<file path="src/rtl/bram_axi_master_if.sv">
// AXI4 master-side bus bundle between the BRAM-style initiator and the crossbar.
interface bram_axi_master_if #(
    parameter int unsigned ID_W   = 4,
    parameter int unsigned ADDR_W = 32,
    parameter int unsigned DATA_W = 64
);
    localparam int unsigned STRB_W = DATA_W / 8;

    logic [ID_W-1:0]   awid;
    logic [ADDR_W-1:0] awaddr;
    logic [7:0]        awlen;
    logic [2:0]        awsize;
    logic [1:0]        awburst;
    logic              awvalid;
    logic              awready;

    logic [DATA_W-1:0] wdata;
    logic [STRB_W-1:0] wstrb;
    logic              wlast;
    logic              wvalid;
    logic              wready;

    logic [ID_W-1:0]   bid;
    logic [1:0]        bresp;
    logic              bvalid;
    logic              bready;

    logic [ID_W-1:0]   arid;
    logic [ADDR_W-1:0] araddr;
    logic [7:0]        arlen;
    logic [2:0]        arsize;
    logic [1:0]        arburst;
    logic              arvalid;
    logic              arready;

    logic [ID_W-1:0]   rid;
    logic [DATA_W-1:0] rdata;
    logic [1:0]        rresp;
    logic              rlast;
    logic              rvalid;
    logic              rready;

    modport master (
        output awid, awaddr, awlen, awsize, awburst, awvalid,
        input  awready,
        output wdata, wstrb, wlast, wvalid,
        input  wready,
        input  bid, bresp, bvalid,
        output bready,
        output arid, araddr, arlen, arsize, arburst, arvalid,
        input  arready,
        input  rid, rdata, rresp, rlast, rvalid,
        output rready
    );

    modport slave (
        input  awid, awaddr, awlen, awsize, awburst, awvalid,
        output awready,
        input  wdata, wstrb, wlast, wvalid,
        output wready,
        output bid, bresp, bvalid,
        input  bready,
        input  arid, araddr, arlen, arsize, arburst, arvalid,
        output arready,
        output rid, rdata, rresp, rlast, rvalid,
        input  rready
    );
endinterface

</file>
<file path="src/rtl/bram_axi_master.sv">
// BRAM-style single-word client port bridged to single-beat AXI4 master transactions.
// One transaction outstanding at a time; completion is a one-cycle rvalid_o pulse.
module bram_axi_master #(
    parameter int unsigned AXI_ID_WIDTH   = 4,
    parameter int unsigned AXI_ADDR_WIDTH = 32,
    parameter int unsigned AXI_DATA_WIDTH = 64,
    parameter int unsigned AXI_ID         = 0
) (
    input  logic                        clk_i,
    input  logic                        rst,
    input  logic                        req_i,
    output logic                        gnt_o,
    input  logic [AXI_DATA_WIDTH/8-1:0] we_i,
    input  logic [AXI_ADDR_WIDTH-1:0]   addr_i,
    input  logic [AXI_DATA_WIDTH-1:0]   wdata_i,
    output logic                        rvalid_o,
    output logic [AXI_DATA_WIDTH-1:0]   rdata_o,
    output logic                        err_o,
    output logic                        busy_o,
    bram_axi_master_if.master           m
);
    localparam int unsigned STRB_W = AXI_DATA_WIDTH / 8;
    localparam int unsigned SIZE   = $clog2(STRB_W);
    localparam logic [AXI_ADDR_WIDTH-1:0] ALIGN_MASK = ~AXI_ADDR_WIDTH'(STRB_W - 1);

    typedef enum logic [2:0] {
        S_IDLE    = 3'd0,
        S_WRITE   = 3'd1,
        S_WR_RESP = 3'd2,
        S_RD_ADDR = 3'd3,
        S_RD_DATA = 3'd4
    } state_t;

    state_t                    r_state;
    state_t                    w_state_nxt;
    logic [AXI_ADDR_WIDTH-1:0] r_addr;
    logic [STRB_W-1:0]         r_we;
    logic [AXI_DATA_WIDTH-1:0] r_wdata;
    logic [AXI_DATA_WIDTH-1:0] r_rdata;
    logic                      r_rvalid;
    logic                      r_err;
    logic                      r_aw_done;
    logic                      r_w_done;

    logic w_aw_hs;
    logic w_w_hs;
    logic w_aw_done;
    logic w_w_done;
    logic w_unused;

    assign w_aw_hs   = m.awvalid & m.awready;
    assign w_w_hs    = m.wvalid & m.wready;
    assign w_aw_done = r_aw_done | w_aw_hs;
    assign w_w_done  = r_w_done | w_w_hs;

    // IDs, low response bit and rlast carry no information for a single outstanding beat
    assign w_unused = ^{m.bid, m.bresp[0], m.rid, m.rresp[0], m.rlast};

    // Fixed single-beat burst attributes and registered payload
    assign m.awid    = AXI_ID_WIDTH'(AXI_ID);
    assign m.awaddr  = r_addr & ALIGN_MASK;
    assign m.awlen   = 8'd0;
    assign m.awsize  = 3'(SIZE);
    assign m.awburst = 2'b01;
    assign m.wdata   = r_wdata;
    assign m.wstrb   = r_we;
    assign m.wlast   = 1'b1;
    assign m.arid    = AXI_ID_WIDTH'(AXI_ID);
    assign m.araddr  = r_addr & ALIGN_MASK;
    assign m.arlen   = 8'd0;
    assign m.arsize  = 3'(SIZE);
    assign m.arburst = 2'b01;

    assign rvalid_o = r_rvalid;
    assign rdata_o  = r_rdata;
    assign err_o    = r_err;

    // State register
    always_ff @(posedge clk_i) begin
        if (rst) begin
            r_state <= S_IDLE;
        end else begin
            r_state <= w_state_nxt;
        end
    end

    // Next-state selection
    always_comb begin
        w_state_nxt = r_state;
        case (r_state)
            S_IDLE:    if (req_i) w_state_nxt = (we_i != '0) ? S_WRITE : S_RD_ADDR;
            S_WRITE:   if (w_aw_done && w_w_done) w_state_nxt = S_WR_RESP;
            S_WR_RESP: if (m.bvalid) w_state_nxt = S_IDLE;
            S_RD_ADDR: if (m.arready) w_state_nxt = S_RD_DATA;
            S_RD_DATA: if (m.rvalid) w_state_nxt = S_IDLE;
            default:   w_state_nxt = S_IDLE;
        endcase
    end

    // Handshake outputs decoded from the current state; each valid drops once its channel completed
    always_comb begin
        gnt_o     = 1'b0;
        m.awvalid = 1'b0;
        m.wvalid  = 1'b0;
        m.bready  = 1'b0;
        m.arvalid = 1'b0;
        m.rready  = 1'b0;
        busy_o    = (r_state != S_IDLE);
        case (r_state)
            S_IDLE:    gnt_o = req_i;
            S_WRITE: begin
                m.awvalid = ~r_aw_done;
                m.wvalid  = ~r_w_done;
            end
            S_WR_RESP: m.bready  = 1'b1;
            S_RD_ADDR: m.arvalid = 1'b1;
            S_RD_DATA: m.rready  = 1'b1;
            default:   busy_o    = 1'b1;
        endcase
    end

    // Request capture, per-channel write progress and completion reporting
    always_ff @(posedge clk_i) begin
        if (rst) begin
            r_addr    <= '0;
            r_we      <= '0;
            r_wdata   <= '0;
            r_rdata   <= '0;
            r_rvalid  <= 1'b0;
            r_err     <= 1'b0;
            r_aw_done <= 1'b0;
            r_w_done  <= 1'b0;
        end else begin
            r_rvalid <= 1'b0;
            r_err    <= 1'b0;
            case (r_state)
                S_IDLE: begin
                    if (req_i) begin
                        r_addr    <= addr_i;
                        r_we      <= we_i;
                        r_wdata   <= wdata_i;
                        r_aw_done <= 1'b0;
                        r_w_done  <= 1'b0;
                    end
                end
                S_WRITE: begin
                    if (w_aw_hs) r_aw_done <= 1'b1;
                    if (w_w_hs)  r_w_done  <= 1'b1;
                end
                S_WR_RESP: begin
                    if (m.bvalid) begin
                        r_rvalid <= 1'b1;
                        r_err    <= m.bresp[1];
                    end
                end
                S_RD_DATA: begin
                    if (m.rvalid) begin
                        r_rdata  <= m.rdata;
                        r_rvalid <= 1'b1;
                        r_err    <= m.rresp[1];
                    end
                end
                default: ;
            endcase
        end
    end
endmodule

</file>
<file path="src/flat_wrapper.sv">
// flat-port wrapper written by rule: the top's interface ports become plain ports
module bram_axi_master_flat 
#(
    parameter int unsigned AXI_ID_WIDTH   = 4,
    parameter int unsigned AXI_ADDR_WIDTH = 32,
    parameter int unsigned AXI_DATA_WIDTH = 64,
    parameter int unsigned AXI_ID         = 0
)
  (clk_i, rst, req_i, gnt_o, we_i, addr_i, wdata_i, rvalid_o, rdata_o, err_o, busy_o, m_awid, m_awaddr, m_awlen, m_awsize, m_awburst, m_awvalid, m_awready, m_wdata, m_wstrb, m_wlast, m_wvalid, m_wready, m_bid, m_bresp, m_bvalid, m_bready, m_arid, m_araddr, m_arlen, m_arsize, m_arburst, m_arvalid, m_arready, m_rid, m_rdata, m_rresp, m_rlast, m_rvalid, m_rready);
  bram_axi_master_if #(.ID_W((4)), .ADDR_W((32)), .DATA_W((64))) m_i ();
  input  logic clk_i;
  input  logic rst;
  input  logic req_i;
  output logic gnt_o;
  input  logic [AXI_DATA_WIDTH/8-1:0] we_i;
  input  logic [AXI_ADDR_WIDTH-1:0] addr_i;
  input  logic [AXI_DATA_WIDTH-1:0] wdata_i;
  output logic rvalid_o;
  output logic [AXI_DATA_WIDTH-1:0] rdata_o;
  output logic err_o;
  output logic busy_o;
  output wire logic [$bits(m_i.awid)-1:0] m_awid;
  output wire logic [$bits(m_i.awaddr)-1:0] m_awaddr;
  output wire logic [$bits(m_i.awlen)-1:0] m_awlen;
  output wire logic [$bits(m_i.awsize)-1:0] m_awsize;
  output wire logic [$bits(m_i.awburst)-1:0] m_awburst;
  output wire logic [$bits(m_i.awvalid)-1:0] m_awvalid;
  input wire logic [$bits(m_i.awready)-1:0] m_awready;
  output wire logic [$bits(m_i.wdata)-1:0] m_wdata;
  output wire logic [$bits(m_i.wstrb)-1:0] m_wstrb;
  output wire logic [$bits(m_i.wlast)-1:0] m_wlast;
  output wire logic [$bits(m_i.wvalid)-1:0] m_wvalid;
  input wire logic [$bits(m_i.wready)-1:0] m_wready;
  input wire logic [$bits(m_i.bid)-1:0] m_bid;
  input wire logic [$bits(m_i.bresp)-1:0] m_bresp;
  input wire logic [$bits(m_i.bvalid)-1:0] m_bvalid;
  output wire logic [$bits(m_i.bready)-1:0] m_bready;
  output wire logic [$bits(m_i.arid)-1:0] m_arid;
  output wire logic [$bits(m_i.araddr)-1:0] m_araddr;
  output wire logic [$bits(m_i.arlen)-1:0] m_arlen;
  output wire logic [$bits(m_i.arsize)-1:0] m_arsize;
  output wire logic [$bits(m_i.arburst)-1:0] m_arburst;
  output wire logic [$bits(m_i.arvalid)-1:0] m_arvalid;
  input wire logic [$bits(m_i.arready)-1:0] m_arready;
  input wire logic [$bits(m_i.rid)-1:0] m_rid;
  input wire logic [$bits(m_i.rdata)-1:0] m_rdata;
  input wire logic [$bits(m_i.rresp)-1:0] m_rresp;
  input wire logic [$bits(m_i.rlast)-1:0] m_rlast;
  input wire logic [$bits(m_i.rvalid)-1:0] m_rvalid;
  output wire logic [$bits(m_i.rready)-1:0] m_rready;
  assign m_awid = m_i.awid;
  assign m_awaddr = m_i.awaddr;
  assign m_awlen = m_i.awlen;
  assign m_awsize = m_i.awsize;
  assign m_awburst = m_i.awburst;
  assign m_awvalid = m_i.awvalid;
  assign m_i.awready = m_awready;
  assign m_wdata = m_i.wdata;
  assign m_wstrb = m_i.wstrb;
  assign m_wlast = m_i.wlast;
  assign m_wvalid = m_i.wvalid;
  assign m_i.wready = m_wready;
  assign m_i.bid = m_bid;
  assign m_i.bresp = m_bresp;
  assign m_i.bvalid = m_bvalid;
  assign m_bready = m_i.bready;
  assign m_arid = m_i.arid;
  assign m_araddr = m_i.araddr;
  assign m_arlen = m_i.arlen;
  assign m_arsize = m_i.arsize;
  assign m_arburst = m_i.arburst;
  assign m_arvalid = m_i.arvalid;
  assign m_i.arready = m_arready;
  assign m_i.rid = m_rid;
  assign m_i.rdata = m_rdata;
  assign m_i.rresp = m_rresp;
  assign m_i.rlast = m_rlast;
  assign m_i.rvalid = m_rvalid;
  assign m_rready = m_i.rready;
  bram_axi_master #(.AXI_ID_WIDTH(AXI_ID_WIDTH), .AXI_ADDR_WIDTH(AXI_ADDR_WIDTH), .AXI_DATA_WIDTH(AXI_DATA_WIDTH), .AXI_ID(AXI_ID)) u_core (.clk_i(clk_i), .rst(rst), .req_i(req_i), .gnt_o(gnt_o), .we_i(we_i), .addr_i(addr_i), .wdata_i(wdata_i), .rvalid_o(rvalid_o), .rdata_o(rdata_o), .err_o(err_o), .busy_o(busy_o), .m(m_i));
endmodule
</file>
<file path="config.mk">
export PLATFORM = sky130hd
export DESIGN_NAME = bram_axi_master_flat
export DESIGN_NICKNAME = d
export VERILOG_FILES = /design/src/rtl/bram_axi_master_if.sv /design/src/rtl/bram_axi_master.sv /design/src/flat_wrapper.sv
export SDC_FILE = /design/constraint.sdc
export NUM_CORES = 1
export LEC_CHECK = 0
export ABC_AREA = 1
export CAP_MARGIN = 20
export CORE_AREA = 2 2 170 172
export CTS_CLUSTER_SIZE = 40
export DETAILED_ROUTE_END_ITERATION = 16
export DIE_AREA = 0 0 172 174
export GPL_TIMING_DRIVEN = 0
export PLACE_DENSITY_LB_ADDON = 0.08
export SLEW_MARGIN = 5
export SYNTH_ARGS = -nofsm -noshare
export SYNTH_HDL_FRONTEND = slang
export SYNTH_SLANG_ARGS = --single-unit
</file>
<file path="constraint.sdc">
create_clock -name clk_i -period 1.6 [get_ports clk_i]
set_input_delay 0.16 -clock clk_i [delete_from_list [all_inputs] [get_ports clk_i]]
set_output_delay 0.16 -clock clk_i [all_outputs]
set_load 0.005 [all_outputs]
</file>
==> impl_results.md <==
- Tmin final: 1.59 ns
- Syn Std Cell Area: 6610 um2
- First-pass GRT wire length: 38400 um
- DRC: 0
- Startpoint types: flop
- IO Port Bufs: 376
- Clock tree buffer depth: 2
- Worst-Margin Slew: 0.645 ns
- Largest net degree at the start of global routing: 19
- Peak VDD IR: 528 uV
- Distinct cell type count of the synthesized netlist: 21
- Antenna violations before repair: 2
- Post-synth top flop: dfxtp_1
- Met1 Resource Use GR: 19.3%
- Standard-cell row count: 62
- Asr flop ratio synth: 0%
- WP data arrival: 1.43 ns
- Critical path buffer and inverter count: 4
- Area leader, netlist: dfxtp_1
- Maximum capacitance violations: 0
- Setup-failing EPs final: 0
- CTS tree: yes
- Synth area leaders: dfxtp_1, nand2_1, a21oi_1
- Register area share after synthesis: 52.1%
- EDFF count, synth: 0
- CP Capture Type: primary output
- CP required: 1.44 ns
- Via Count: 6798
- Max Slew Vio Count: 0
- Fin. Hold Viols: 0
- Setup Skew: 0.0123 ns
- Final core utilization: 41.8%
- Vias in the first global route: 6394
- Starting Density: 23.4%
- Status: completed
- Period utilisation layout: 99.5%
- Most Crowded Layer GR: met2
- RSZ-0062 raised after global routing: true
- CP max FO: 5
- Die width: 172 um
- Synth cell count leaders: nand2_1, dfxtp_1, nor2_1, a21oi_1, buf_4
- Vias per Instance: 4.02
- Die area: 29900 um2
- Mapped Cells: 855
- Routed Antenna Nets: 0
- Top delay family on crit path: flip-flops
- CTS root buffer: clkbuf_16
- CP max stage cell: dfxtp_4
- TritonRoute pass-1 iters: 4
- Setup TNS: 0 ns
- TritonCTS Buffers: 17
- Skew-Pair Late Insertion Delay: 0.44 ns
- Hold Crit Class: in -> reg
- Leak: 4.86 nW
- DPL Wire Length: 20000 um
- Launch point of the worst reg-to-reg path: u_core.r_state[1]
- Fin nets: 1483
- Slew headroom: 57.0%
- Hold Path Stages: 3
- WL final: 26100 um
- Max incr delay on CP: 0.37 ns
- RePlAce Congestion: 0.732
- Fmax: 0.628 GHz
- Synth-to-layout area growth: 78.6%
- Hold endpoint: u_core.r_addr[12]
- #FFs+latches synth: 172
- Reg-to-reg slack, setup: 0.09 ns
- Synth warn: 0
- Crit path cell chain: nor2_4, inv_2, nor2_4, nand2_2, inv_2, buf_8, buf_6
- WHS: 0.270 ns
- Hold path start: addr_i[12]
- Syn Area/Cell: 7.73 um2
- Share of the synthesized area in the top cell type: 52.1%
- Number of DRC markers in iteration 0: 361
- GRT met3 Usage: 7.81%
- Crit path kind: reg -> out
- Core ar.: 28200 um2
- R2R depth: 9
- Gr usage total: 16.9%
- DIE HEIGHT: 174 um
- Power Density: 996 nW/um2
- Grt met2 use: 28.9%
- Htree depth: 4
- IO Count: 433
- Clock sinks: 172
- Share of cells above drive strength 1: 13.9%
- Reg clk slew, reported paths: 0.08 ns
- Cell with the most instances after synthesis: nand2_1
- Wire length per cell: 15.4 um
- Reg-to-reg critical path endpoint: u_core.m.wdata[34]
- GRT overflow: 0
## cells in the final DEF, fill, tap and decap left out, drive strengths merged
master           n
dlygate4sd2      4
clkdlybuf4s50  365
diode            2
clkinv           4
o22ai            1
bufinv           1
nor3             1
nor2           143
a21oi          107
a32oi            1
o21ai           64
inv             20
dfxtp          172
clkbuf          45
nand3            6
buf            107
clkdlybuf4s15    2
conb            41
o21a             1
dlymetal6s2s     2
clkinvlp         1
nand2          219
## registers in the layout (all words and copies together) (netlist names)
register          cells
u_core.m.wdata       64
u_core.rdata_o       64
u_core.r_addr        29
u_core.m.wstrb        8
u_core.r_state        3
u_core.err_o          1
u_core.r_aw_done      1
u_core.r_w_done       1
u_core.rvalid_o       1
## worst max path at each step
stage	startpoint	endpoint	slack (ns)	depth (start not counted)
floorplan	u_core.r_state[0]	u_core.rdata_o[0]	0.25	9
global placement	rst	u_core.m.wdata[36]	-0.43	4
detailed placement	rst	u_core.m.wdata[43]	-0.47	4
CTS	u_core.r_state[1]	gnt_o	-0.07	7
global route	u_core.r_state[1]	gnt_o	-0.07	7
finish	u_core.r_state[1]	gnt_o	0.009	7
## repair_timing
| item | 4_1_cts | 5_1_grt |
|---|---|---|
| gates resized for setup | 48 | 62 |
| endpoints found under the hold margin | 0 | 0 |
| gates cloned | 0 | 0 |
| setup endpoints to repair | 136 | 140 |
| hold buffers | 0 | 0 |
| pin swaps | 4 | 1 |
| buffers inserted | 2 | 3 |
## through the flow
step	instance area [um2]	power, mW	setup slack (ns)	cells
3_5_place_dp	11000	7.41	-0.470	1654
5_1_grt	11800	12.4	-0.0669	1691
3_3_place_gp	11000	7.40	-0.434	1654
2_1_floorplan	6760	5.87	0.249	894
6_report	11800	11.8	0.00861	1693
4_1_cts	11700	11.9	-0.0706	1688
## worst register-to-register path, stage by stage, from the launching register on
cell	delay [ns]
dfxtp_4	0.37
nor2_4	0.12
inv_2	0.05
nor2_4	0.08
nand2_2	0.07
buf_4	0.16
buf_4	0.19
clkbuf_4	0.21
nand2_1	0.08
a21oi_1	0.06
## where the power goes
part	total (mW)	switching [mW]	internal [mW]
clock	4.38	2.08	2.30
sequential	4.76	0.178	4.58
combinational	2.61	1.08	1.53
total	11.8	3.34	8.41
## cell families (layout without fill, tap and decap cells)
kind of cell           count (synthesis)  in the layout  synth area share (%)
and+or+nand+nor                      369            369                  21.3
DFF                                  172            172                  52.1
buffers and inverters                138            551                  13.2
other                                  2             43                 0.114
AOI/OAI and AO/OA                    174            174                  13.3
## cell type report
class	count	area, um2
antenna	2	5.00
buffer	126	893
clock buffer	18	439
clock inverter	14	173
fill	2971	16400
inverter	12	45.0
multi-input combinational	584	2490
sequential	172	3480
tap	384	480
timing repair buffer	381	3800
## per-layer routing
layer / part of all wire [%] / routed length (um)
met1: 40 / 10400
met2: 48 / 12500
met3: 11 / 2920
met4: 0.94 / 244
met5: 0 / 0
Note: power is estimated with default switching activity, not from simulation.
